===== config.mk =====
export PLATFORM = sky130hd
export DESIGN_NAME = pc_flag_ctrl
export DESIGN_NICKNAME = d
export VERILOG_FILES = /design/src/rtl/pc_flag_ctrl.sv
export SDC_FILE = /design/constraint.sdc
export NUM_CORES = 1
export LEC_CHECK = 0
export BUFFER_PORTS_ARGS = -buffer_cell sky130_fd_sc_hd__buf_2
export CORE_MARGIN = 4
export CORE_UTILIZATION = 55
export DETAILED_ROUTE_END_ITERATION = 8
export PLACE_DENSITY_LB_ADDON = 0.25
export SYNTH_ARGS = -nofsm -noshare
export SYNTH_HDL_FRONTEND = slang
export SYNTH_SLANG_ARGS = --single-unit
export TNS_END_PERCENT = 30

===== constraint.sdc =====
create_clock -name clk -period 6.1 [get_ports clk]
set_input_delay 0 -clock clk [delete_from_list [all_inputs] [get_ports clk]]
set_output_delay 0 -clock clk [all_outputs]
set_load 0.03 [all_outputs]

===== src/rtl/pc_flag_ctrl.sv =====
// pc_flag_ctrl: program-counter and FLAG-register owner for the WISC-F23
// single-cycle core. Receives per-bit flag writes from the ALU, resolves
// B/BR condition codes against the registered FLAG, and selects next PC
// (sequential, PC-relative branch, register branch, HLT hold, stall hold).
//
// Ports:
//   clk        in   system clock, rising edge
//   rst_n      in   asynchronous active-low reset
//   opcode     in   [3:0]  instruction opcode
//   ccc        in   [2:0]  branch condition code
//   imm9       in   [8:0]  signed branch offset in words
//   br_target  in   [15:0] register target for BR
//   flag_in    in   [2:0]  ALU flags {N,Z,V}
//   flag_en    in   [2:0]  per-bit flag write enable {N,Z,V}
//   stall      in   hold PC and FLAG this cycle
//   pc         out  [15:0] current fetch address
//   pc_plus2   out  [15:0] pc + PC_STEP
//   taken      out  current B/BR condition is true
//   flags      out  [2:0]  registered FLAG {N,Z,V}
//   halted     out  HLT retired, core frozen until reset
module pc_flag_ctrl #(
  parameter logic [15:0] PC_RESET = 16'h0000,
  parameter logic [15:0] PC_STEP  = 16'd2
) (
  input  logic        clk,
  input  logic        rst_n,
  input  logic [3:0]  opcode,
  input  logic [2:0]  ccc,
  input  logic [8:0]  imm9,
  input  logic [15:0] br_target,
  input  logic [2:0]  flag_in,
  input  logic [2:0]  flag_en,
  input  logic        stall,
  output logic [15:0] pc,
  output logic [15:0] pc_plus2,
  output logic        taken,
  output logic [2:0]  flags,
  output logic        halted
);

  localparam logic [3:0] OP_B   = 4'hC;
  localparam logic [3:0] OP_BR  = 4'hD;
  localparam logic [3:0] OP_HLT = 4'hF;

  // Condition evaluation against the registered FLAG {N,Z,V}.
  function automatic logic cond_met(input logic [2:0] c, input logic [2:0] f);
    logic n, z, v;
    n = f[2];
    z = f[1];
    v = f[0];
    case (c)
      3'b000:  cond_met = !z;
      3'b001:  cond_met = z;
      3'b010:  cond_met = !z && !n;
      3'b011:  cond_met = n;
      3'b100:  cond_met = z || (!z && !n);
      3'b101:  cond_met = n || z;
      3'b110:  cond_met = v;
      default: cond_met = 1'b1;
    endcase
  endfunction

  logic signed [15:0] br_off;
  logic        [15:0] target_b;
  logic               is_branch;

  // Word offset becomes a byte offset: sign-extend then shift left by one.
  assign br_off    = {{6{imm9[8]}}, imm9, 1'b0};
  assign pc_plus2  = pc + PC_STEP;
  assign target_b  = pc_plus2 + $unsigned(br_off);
  assign is_branch = (opcode == OP_B) || (opcode == OP_BR);
  assign taken     = cond_met(ccc, flags) && is_branch && !halted;

  // Architectural state update. A branch sees the FLAG value from before
  // this edge; a flag write on the same edge only affects later instructions.
  always_ff @(posedge clk or negedge rst_n) begin
    if (!rst_n) begin
      pc     <= PC_RESET;
      flags  <= 3'b000;
      halted <= 1'b0;
    end else if (!halted && !stall) begin
      for (int i = 0; i < 3; i++) begin
        if (flag_en[i]) flags[i] <= flag_in[i];
      end
      if (opcode == OP_HLT) begin
        halted <= 1'b1;
      end else if ((opcode == OP_B) && taken) begin
        pc <= target_b;
      end else if ((opcode == OP_BR) && taken) begin
        pc <= br_target;
      end else begin
        pc <= pc_plus2;
      end
    end
  end

endmodule


==> reports/metrics.yaml, run 1 <==
synth:
  synth_area_per_cell_um2: 8.297
  yosysMostFrequentCell: "nand2_1"
  ys_top_cells_by_area: "dfrtp_1 23%, ha_1 10%, nand2_1 5.2%"
  yosys.area.top_type_share_pct: 22.94
  synthesis.nets: 323
  synthArstFlopShare_pct: 100.0
  synthesis.area_um2: 2182
  synth-edff-count: 0
  synthCells: 263
  yosys_warnings: 0
  synth-seq-area-share_pct: 22.94
  ys_seq_elements: 20
  yosys.cell_types.count: 64
  synth_top_cell_by_area: "dfrtp_1"
  synth_top_flop_cell: "dfrtp_1"
  synth_common_cells: "30 x nand2_1, 20 x dfrtp_1, 18 x a21oi_1, 18 x ha_1, 14 x o21ai_1"
clock_network:
  cts_tree: "built"
  cts_buffer_depth: 2
  path_clk_slew_ns: 0.08
  worstSkewPairLatency_ns: 0.26
  cts_htree_levels: 1
  cts.sinks: 20
  numCtsBuffers: 3
  cts-root-buf: "clkbuf_8"
  cts_setup_buffers: 0
sta:
  final.period_utilization_pct: 51.37
  whs_ns: 0.007349
  slew_headroom_pct: 51.38
  rsz0062_at_grt: "no"
  fin_tns_setup_ns: 0
  fin_worst_skew_ns: 0.001886
  tightest_slew_ns: 0.7275
  fmax_mhz: 319.1
  period_minus_slack_ns: 3.134
  hold_violations: 0
  setup_violations: 0
  slew_viol_final: 0
flow_run:
  maxCapViolations: 0
cells_and_area:
  antennaDiodeCount: 0
  fin_cells: 389
  nNetsFinal: 402
  multi_input_area_um2: 1590
  area_growth_pct: 24.25
  regArea_um2: 500.5
  final.fill_count: 310
  drive_gt1_share_pct: 28.74
outcome:
  outcome: "finished, final reports clean"
grt:
  grtUsageTotal_pct: 24.48
  antenna_found_initial: 0
  grt_max_degree: 27
  grt_pass1_wl_um: 10100
  grt_pass1_vias: 2213
  grt-ovfl-total: 0
setup_path:
  r2r-end: "pc[14]"
  r2r_cells: 12
  worstSetupPathType: "flop to flop"
  cp.required_ns: 6.27
  crit_path_end_kind: "flop"
  startpoint_type: "flop"
  rrSetupSlack_ns: 2.97
  worstPathArrival_ns: 3.31
  cp_max_fo: 5
  worstReg2RegStart: "pc[1]"
power:
  p_leak_nw: 1.246
  max-vdd-ir-drop_mv: 0.3721
  p_per_area_nw_per_um2: 479.4
floorplan:
  io_pins: 78
  fp.dieH_um: 70.99
  die_w_um: 70.99
  start_util_pct: 58.29
  fp-row-count: 22
  fp.coreArea_um2: 3744
  die_area_um2: 5039
route:
  vias: 2328
  drt_first_pass_iters: 5
  routed_wl_um: 6233
  wl_per_cell_um: 16.02
  antenna_left: 0
  drt-initial-drc-count: 135
  routed_via_density: 5.985
  drc_errors: 0
place:
  numPortBuffers: 77
  dpl.hpwl_um: 4783
  globalplace.congestion: 0.8502
  dp.cells: 378
min_path:
  whs_endpoint: "pc[11]"
  hold_path_startpoint: "br_target[11]"
  hp-class: "primary input to flop"
  holdPathStages: 3
## per-stage QoR
step / total power [mW] / util (%) / area [um^2] / setup slack (ns)
final: 1.300 / 72.43 / 2711 / 2.966
after CTS: 1.300 / 72.43 / 2711 / 3.020
after global routing: 1.396 / 72.43 / 2711 / 2.767
after floorplan: 0.9241 / - / 2182 / 2.767
after global placement: 1.138 / 68.65 / 2570 / 3.136
after detailed placement: 1.155 / 68.65 / 2570 / 3.086
## placed cells by master, fill, tap and decap left out, drive strengths merged, types with 3 or more instances in the layout
| master | n |
|---|---|
| a21oi | 18 |
| o21ai | 22 |
| inv | 9 |
| and4 | 3 |
| a21o | 4 |
| xnor2 | 12 |
| nand4 | 6 |
| nor4 | 3 |
| a211oi | 3 |
| a31o | 3 |
| dlygate4sd3 | 7 |
| nand3 | 10 |
| xor2 | 11 |
| buf | 77 |
| o211ai | 6 |
| ha | 18 |
| mux2 | 3 |
| o21a | 4 |
| nor3 | 3 |
| and2 | 4 |
| nor2b | 3 |
| dfrtp | 20 |
| nand2 | 30 |
| a31oi | 8 |
| nor2 | 13 |
| clkbuf | 3 |
## area by class of cell
type                       count  share of cell area (%)
clock inverter                 1                   1.108
inverter                       9                   1.246
sequential                    20                   18.46
tap                           48                   2.215
clock buffer                   3                   1.523
multi-input combinational    224                   58.65
timing repair buffer          84                   16.80
## layer usage
| layer | part of all wire [%] | track usage [%] | vias up |
|---|---|---|---|
| li1 | - | - | 1146 |
| met1 | 42 | 32.52 | 1078 |
| met2 | 49 | 42.12 | 98 |
| met3 | 7.3 | 2.557 | 6 |
| met4 | 1.3 | 6.681 | 0 |
| met5 | 0 | 0 | - |
## logic make-up after synthesis
logic type               count (synthesis)  share of synthesized area (%)
AND/OR/NAND/NOR                         87                          21.56
flip-flops                              20                          22.94
buffers and inverters                   19                          4.185
AO/OA/AOI/OAI                           90                          28.38
XOR/XNOR                                23                          9.232
adder cells (fa/ha/maj)                 19                          11.24
multiplexers                             5                          2.466
## report_power, final
group / switching, mW / leakage, nW / internal [mW]
Clock: 0.0473 / 0.0357 / 0.0876
Sequential: 0.0763 / 0.235 / 0.182
Combinational: 0.572 / 0.975 / 0.335
Total: 0.696 / 1.25 / 0.604
## what timing repair did
| action | in CTS | in global routing |
|---|---|---|
| gates resized for setup | 0 | 0 |
| endpoints found under the hold margin | 25 | 0 |
| endpoints found under the setup margin | 0 | 0 |
| hold buffers | 7 | 0 |
## critical path, stage by stage, from the launching register on
cell and delay, ns:
dfrtp_1 0.44, ha_1 0.28, and4_1 0.27, and2_2 0.22
and4_1 0.22, xor2_1 0.34, ha_1 0.33, a21oi_1 0.12
o21ai_0 0.11, a31oi_1 0.17, o21ai_1 0.11, xnor2_1 0.16
a221oi_2 0.26
## flip-flops by register name, summed over array words and instances, names as in the netlist
register and flops:
flags 3, halted 1, pc 16
## worst max path at each step
stage / from / endpoint / slack [ns] / cells past startpoint
finish: pc[1] / pc[14] / 2.97 / 12
CTS: pc[1] / pc[14] / 3.02 / 12
floorplan: pc[2] / pc[14] / 2.77 / 12
global placement: pc[1] / pc[14] / 3.14 / 12
global route: pc[1] / pc[14] / 2.77 / 12
detailed placement: pc[1] / pc[14] / 3.09 / 12
Note: power is estimated with default switching activity, not from simulation.
==> run 2, diff against run 1 <==
--- a/config.mk
+++ b/config.mk
@@ -7,7 +7,7 @@
 export LEC_CHECK = 0
 export BUFFER_PORTS_ARGS = -buffer_cell sky130_fd_sc_hd__buf_2
 export CORE_MARGIN = 4
-export CORE_UTILIZATION = 55
+export CORE_UTILIZATION = 51
 export DETAILED_ROUTE_END_ITERATION = 8
 export PLACE_DENSITY_LB_ADDON = 0.25
 export SYNTH_ARGS = -nofsm -noshare
==> constraint.sdc (replaced) <==
create_clock -name clk -period 3.2 [get_ports clk]
set_input_delay 0 -clock clk [delete_from_list [all_inputs] [get_ports clk]]
set_output_delay 0 -clock clk [all_outputs]
set_load 0.03 [all_outputs]
==> reports/metrics.yaml, run 2 (synthesis results as in run 1) <==
sta:
  worst_slack_ns: 0.2672  # was 2.966 ns
  fin_tns_setup_ns: 0  # unchanged
  slew_headroom_pct: 63.84  # was 51.38%
  fin_worst_skew_ns: 0.001339  # was 0.001886 ns
  setup_violations: 0  # unchanged
  final.period_utilization_pct: 91.65  # was 51.37%
  slew_viol_final: 0  # unchanged
  period_minus_slack_ns: 2.933  # was 3.134 ns
  tightest_slew_ns: 0.5412  # was 0.7275 ns
  rsz0062_at_grt: "no"  # unchanged
  fmax_mhz: 341.0  # was 319.1 MHz
  hold_violations: 0  # unchanged
clock_network:
  ctsHoldBuffers: 6  # was 7
  worstSkewPairLatency_ns: 0.26  # about the same
  cts_buffer_depth: 2  # unchanged
  path_clk_slew_ns: 0.08  # about the same
  cts_resized: 0  # unchanged
  cts_setup_buffers: 0  # unchanged
  numCtsBuffers: 3  # unchanged
  cts_htree_levels: 1  # unchanged
  cts-root-buf: "clkbuf_8"  # unchanged
  cts.sinks: 20  # unchanged
  cts_tree: "built"  # unchanged
cells_and_area:
  area_growth_pct: 25.92  # was 24.25%
  regArea_um2: 500.5  # unchanged
  fin_cells: 394  # was 389
  final_common_cell: "buf_2"  # unchanged
  largest_register: "pc"  # unchanged
  largest_reg_flops: 16  # unchanged
  antennaDiodeCount: 0  # unchanged
  final_cell_mix: "77 x buf_2, 30 x nand2_1, 20 x dfrtp_1"  # unchanged
  largestRegisters: "pc x16, flags x3, halted x1"  # unchanged
  nNetsFinal: 405  # was 402
  final.fill_count: 352  # was 310
  drive_gt1_share_pct: 30.81  # was 28.74%
  multi_input_area_um2: 1620  # was 1590 um^2
floorplan:
  die_w_um: 73.41  # was 70.99 um
  die_area_um2: 5389  # was 5039 um^2
  io_pins: 78  # unchanged
  fp.coreArea_um2: 4058  # was 3744 um^2
  start_util_pct: 53.78  # was 58.29%
  fp.dieH_um: 73.41  # was 70.99 um
  fp-row-count: 23  # was 22
min_path:
  holdPathStages: 3  # unchanged
  whs_endpoint: "pc[11]"  # unchanged
  hp-class: "primary input to flop"  # unchanged
  hold_path_startpoint: "br_target[11]"  # unchanged
power:
  swShare_pct: 54.39  # was 53.51%
  max-vdd-ir-drop_mv: 0.5880  # was 0.3721 mV
  clkPwrFrac_pct: 8.2  # was 10.4%
  pwr-share-comb_pct: 71.5  # was 69.7%
  power_switching_mw: 1.328  # was 695.5 uW
  p_leak_nw: 1.272  # was 1.246 nW
  pwr-share-seq_pct: 20.3  # was 19.9%
  internal_power_mw: 1.114  # was 604.2 uW
  p_per_area_nw_per_um2: 889.0  # was 479.4 nW/um^2
route:
  routed_wl_um: 6331  # was 6233 um
  drc_errors: 0  # unchanged
  vias: 2331  # was 2328
  wl_per_cell_um: 16.07  # was 16.02 um
  drt-initial-drc-count: 193  # was 135
  routed_via_density: 5.916  # was 5.985
  antenna_left: 0  # unchanged
  drt_first_pass_iters: 5  # unchanged
setup_path:
  worstReg2RegStart: "pc[2]"  # was pc[1]
  worstSetupPathType: "flop to flop"  # unchanged
  cp.required_ns: 3.39  # was 6.27 ns
  cp_max_fo: 5  # unchanged
  cpPeakStageDelay_ns: 0.42  # was 0.44 ns
  r2r-end: "pc[11]"  # was pc[14]
  crit_top_cell: "ha_1"
  startpoint_type: "flop"  # unchanged
  rrSetupSlack_ns: 0.27  # was 2.97 ns
  cp_slowest_cell: "dfrtp_1"  # unchanged
  startpoint: "pc[2]"  # was pc[1]
  crit_path_end_kind: "flop"  # unchanged
  crit_chain: "ha_1 > and4_1 > and2_2 > nand2_1 > xnor2_2 > ha_1 > o211a_1 > o31ai_1 > a31o_2 > nand3_1 > or3b_1 > a31oi_1"  # was ha_1 > and4_1 > and2_2 > and4_1 > xor2_1 > ha_1 > a21oi_1 > o21ai_0 > a31oi_1 > o21ai_1 > xnor2_1 > a221oi_2
  worstPathArrival_ns: 3.12  # was 3.31 ns
  critPathTopFamily: "simple AND/OR/NAND/NOR gates"  # was compound AO/OA/AOI/OAI gates
  crit_buf_inv: 0  # unchanged
  r2r_cells: 12  # unchanged
flow_run:
  maxCapViolations: 0  # unchanged
grt:
  grt_pass1_vias: 2317  # was 2213
  grt_max_degree: 27  # unchanged
  grtUsageTotal_pct: 24.56  # was 24.48%
  grt-ovfl-total: 0  # unchanged
  grt_pass1_wl_um: 10580  # was 10100 um
  antenna_found_initial: 0  # unchanged
place:
  numPortBuffers: 77  # unchanged
  dp.cells: 384  # was 378
  dpl.hpwl_um: 4875  # was 4783 um
  pre_cts_slack_ns: 0.3059  # was 3.086 ns
  globalplace.congestion: 0.8677  # was 0.8502
outcome:
  outcome: "finished, final reports clean"  # unchanged
[run 2: final cells by class]
type	instances	share of cell area [%]
multi-input combinational	224	58.97
sequential	20	18.21
timing repair buffer	87	17.30
tap	50	2.277
clock buffer	4	2.004
inverter	9	1.230
[run 2: worst max-delay path by stage]
stage / endpoint / slack (ns) / cells past startpoint
final: pc[11] / 0.27 / 12
after global routing: pc[14] / 0.06 / 12
after floorplan: pc[8] / 0.01 / 10
after global placement: pc[11] / 0.40 / 12
after detailed placement: pc[11] / 0.31 / 12
after CTS: pc[11] / 0.28 / 12
[run 2: power by group through the flow]
stage	Sequential (mW)	Combinational [mW]	Clock (mW)
2_1_floorplan	0.660	1.11	0
3_3_place_gp	0.492	1.70	0
3_5_place_dp	0.498	1.73	0
4_1_cts	0.493	1.75	0.198
5_1_grt	0.514	1.91	0.215
6_report	0.496	1.75	0.200
[run 2: per-layer routing]
layer	up-vias	track usage, %	wire, um
met5	-	0	0
met1	1084	32.35	2762
met4	0	4.628	44
met3	6	2.326	453
li1	1147	-	-
met2	94	43.79	3070
[run 2: worst reg2reg max path, stage by stage (launching register included)]
cell and delay (ns):
dfrtp_1 0.42, ha_1 0.27, and4_1 0.27, and2_2 0.20, nand2_1 0.10, xnor2_2 0.18
ha_1 0.35, o211a_1 0.15, o31ai_1 0.06, a31o_2 0.27, nand3_1 0.08, or3b_1 0.34
a31oi_1 0.16
[run 2: metrics by stage]
step | hold slack (ns) | total power [mW] | instance area (um^2) | util (%)
3_3_place_gp | -0.02218 | 2.196 | 2633 | 64.88
3_5_place_dp | -0.02074 | 2.231 | 2633 | 64.88
5_1_grt | 0.0009269 | 2.639 | 2748 | 67.72
6_report | 0.001784 | 2.443 | 2748 | 67.72
4_1_cts | 0.003038 | 2.441 | 2748 | 67.72
2_1_floorplan | -0.2956 | 1.771 | 2212 | -
==> run 3, diff against run 2 <==
--- a/config.mk
+++ b/config.mk
@@ -7,7 +7,7 @@
 export LEC_CHECK = 0
 export BUFFER_PORTS_ARGS = -buffer_cell sky130_fd_sc_hd__buf_2
 export CORE_MARGIN = 4
-export CORE_UTILIZATION = 51
+export CORE_UTILIZATION = 46
 export DETAILED_ROUTE_END_ITERATION = 8
 export PLACE_DENSITY_LB_ADDON = 0.25
 export SYNTH_ARGS = -nofsm -noshare
==> constraint.sdc (replaced) <==
create_clock -name clk -period 2.35 [get_ports clk]
set_input_delay 0 -clock clk [delete_from_list [all_inputs] [get_ports clk]]
set_output_delay 0 -clock clk [all_outputs]
set_load 0.03 [all_outputs]
==> reports/metrics.yaml, run 3 (synthesis results as in run 1) <==
grt:
  grt-ovfl-total: 0  # unchanged
  antenna_found_initial: 0  # unchanged
  grt_pass1_wl_um: 13110  # was 10580 um
  grtUsageTotal_pct: 27.43  # was 24.56%
  grt_pass1_vias: 2750  # was 2317
  grt_max_degree: 26  # was 27
power:
  swShare_pct: 49.18  # was 54.39%
  pwr-share-seq_pct: 14.1  # was 20.3%
  p_per_area_nw_per_um2: 1268  # was 889.0 nW/um^2
  internal_power_mw: 2.368  # was 1.114 mW
  max-vdd-ir-drop_mv: 1.267  # was 0.5880 mV
  power_switching_mw: 2.292  # was 1.328 mW
  clkPwrFrac_pct: 8.0  # was 8.2%
  pwr-share-comb_pct: 78.0  # was 71.5%
  p_leak_nw: 1.681  # was 1.272 nW
cells_and_area:
  final_cell_mix: "77 x buf_2, 71 x buf_4, 28 x nand2_1"  # was 77 x buf_2, 30 x nand2_1, 20 x dfrtp_1
  area_growth_pct: 68.41  # was 25.92%
  largest_register: "pc"  # unchanged
  antennaDiodeCount: 0  # unchanged
  nNetsFinal: 475  # was 405
  final_common_cell: "buf_2"  # unchanged
  drive_gt1_share_pct: 53.86  # was 30.81%
  largest_reg_flops: 16  # unchanged
  largestRegisters: "pc x16, flags x3, halted x1"  # unchanged
min_path:
  hold_path_startpoint: "opcode[1]"  # was br_target[11]
  whs_endpoint: "halted"  # was pc[11]
  holdPathStages: 3  # unchanged
  hp-class: "primary input to flop"  # unchanged
place:
  numPortBuffers: 77  # unchanged
  globalplace.congestion: 0.8869  # was 0.8677
  pre_cts_slack_ns: -0.3714  # was 0.3059 ns
  dpl.hpwl_um: 5977  # was 4875 um
setup_path:
  rrSetupSlack_ns: -0.42  # was 0.27 ns
  r2r-end: "pc[14]"  # was pc[11]
  startpoint: "pc[1]"  # was pc[2]
  cp_max_fo: 3  # was 5
  worstPathArrival_ns: 2.96  # was 3.12 ns
  startpoint_type: "flop"  # unchanged
  crit_path_end_kind: "flop"  # unchanged
  cp.required_ns: 2.54  # was 3.39 ns
  worstSetupPathType: "flop to flop"  # unchanged
  worstReg2RegStart: "pc[1]"  # was pc[2]
  r2r_cells: 13  # was 12
floorplan:
  die_area_um2: 5910  # was 5389 um^2
  fp.dieH_um: 76.88  # was 73.41 um
  io_pins: 78  # unchanged
  fp-row-count: 24  # was 23
  die_w_um: 76.88  # was 73.41 um
  start_util_pct: 48.77  # was 53.78%
  fp.coreArea_um2: 4474  # was 4058 um^2
route:
  drt_first_pass_iters: 5  # unchanged
  drt-initial-drc-count: 204  # was 193
  routed_wl_um: 8615  # was 6331 um
  wl_per_cell_um: 18.49  # was 16.07 um
  vias: 2806  # was 2331
  routed_via_density: 6.021  # was 5.916
  antenna_left: 0  # unchanged
  drc_errors: 0  # unchanged
clock_network:
  numCtsBuffers: 3  # unchanged
  cts_tree: "built"  # unchanged
  cts.sinks: 20  # unchanged
  cts_htree_levels: 1  # unchanged
  cts-root-buf: "clkbuf_8"  # unchanged
  path_clk_slew_ns: 0.09  # was 0.08 ns
  worstSkewPairLatency_ns: 0.28  # was 0.26 ns
  cts_buffer_depth: 2  # unchanged
outcome:
  outcome: "finished, violations left"  # was finished, final reports clean
  violations: "setup timing"
sta:
  fin_tns_setup_ns: -2.307  # was 0 ns
  final.period_utilization_pct: 117.9  # was 91.65%
  slew_viol_final: 0  # unchanged
  setup_violations: 10  # was 0
  tightest_slew_ns: 0.5132  # was 0.5412 ns
  rsz0062_at_grt: "yes"  # was no
  fin_worst_skew_ns: 0.005895  # was 0.001339 ns
  fmax_mhz: 360.9  # was 341.0 MHz
  period_minus_slack_ns: 2.771  # was 2.933 ns
  hold_violations: 0  # unchanged
  worst_slack_ns: -0.4207  # was 0.2672 ns
  slew_headroom_pct: 65.78  # was 63.84%
flow_run:
  maxCapViolations: 0  # unchanged
==> run 3: cell types whose count changed in the layout (fill, tap and decap cells not counted), sizes merged <==
cell         before  now
clkbuf            4    3
dlygate4sd3       6    7
bufinv            0    1
buf              81  150
==> run 3: worst max-delay path, cell delays in order (launching register included) <==
cell	delay, ns
dfrtp_2	0.40
ha_4	0.16
and4_4	0.23
and2_4	0.17
and4_4	0.25
xor2_4	0.18
buf_6	0.13
ha_4	0.21
a21oi_2	0.14
o21ai_1	0.10
a31oi_1	0.17
o21ai_1	0.13
xnor2_1	0.17
a221oi_2	0.25
==> run 3: per-stage QoR <==
stage                     power (mW)  instance area (um^2)  utilization, %  std cells  hold slack (ns)
after floorplan                2.587                  2394               -        263          -0.2956
after global placement         3.693                  3282           73.35        448         -0.02187
after detailed placement       3.770                  3282           73.35        448         -0.01575
after CTS                      4.425                  3587           80.17        463          0.01826
after global routing           4.941                  3675           82.13        466          0.04374
final                          4.660                  3675           82.13        466          0.02533
==> run 3: area by class of cell <==
cell class,instances,area [um^2]
clock buffer,3,41.29
clock inverter,1,30.03
fill,290,799.5
inverter,9,33.78
multi-input combinational,224,1984
sequential,20,509.2
tap,52,65.06
timing repair buffer,157,1011
==> run 3: routing by layer <==
metal,share of wire [%],vias up,track usage [%]
met4,4.4,0,11.96
li1,-,1290,-
met1,38,1322,33.82
met3,8.2,33,3.279
met5,0,-,0
met2,49,161,47.82
==> run 3: power groups by stage <==
stage | registers (mW) | clock network (mW) | logic, mW
after floorplan | 0.956 | 0 | 1.63
after global placement | 0.634 | 0 | 3.06
after detailed placement | 0.644 | 0 | 3.13
after CTS | 0.641 | 0.360 | 3.42
final | 0.655 | 0.372 | 3.63
after global routing | 0.672 | 0.384 | 3.89
==> run 3: worst max path at each step <==
stage / cells after the start / to / slack [ns]
6_report: 13 / pc[14] / -0.42
5_1_grt: 13 / pc[14] / -0.51
4_1_cts: 12 / pc[15] / -0.25
3_5_place_dp: 12 / pc[11] / -0.37
3_3_place_gp: 12 / pc[11] / -0.23
2_1_floorplan: 9 / pc[11] / -0.48
==> run 3: timing repair <==
action | 4_1_cts | 5_1_grt
resized for setup | 25 | 12
hold endpoints to repair | 25 | 0
gates cloned | 0 | 0
endpoints found under the setup margin | 10 | 11
buffers inserted | 4 | 3
hold buffers | 7 | 0
pin swaps | 21 | 9
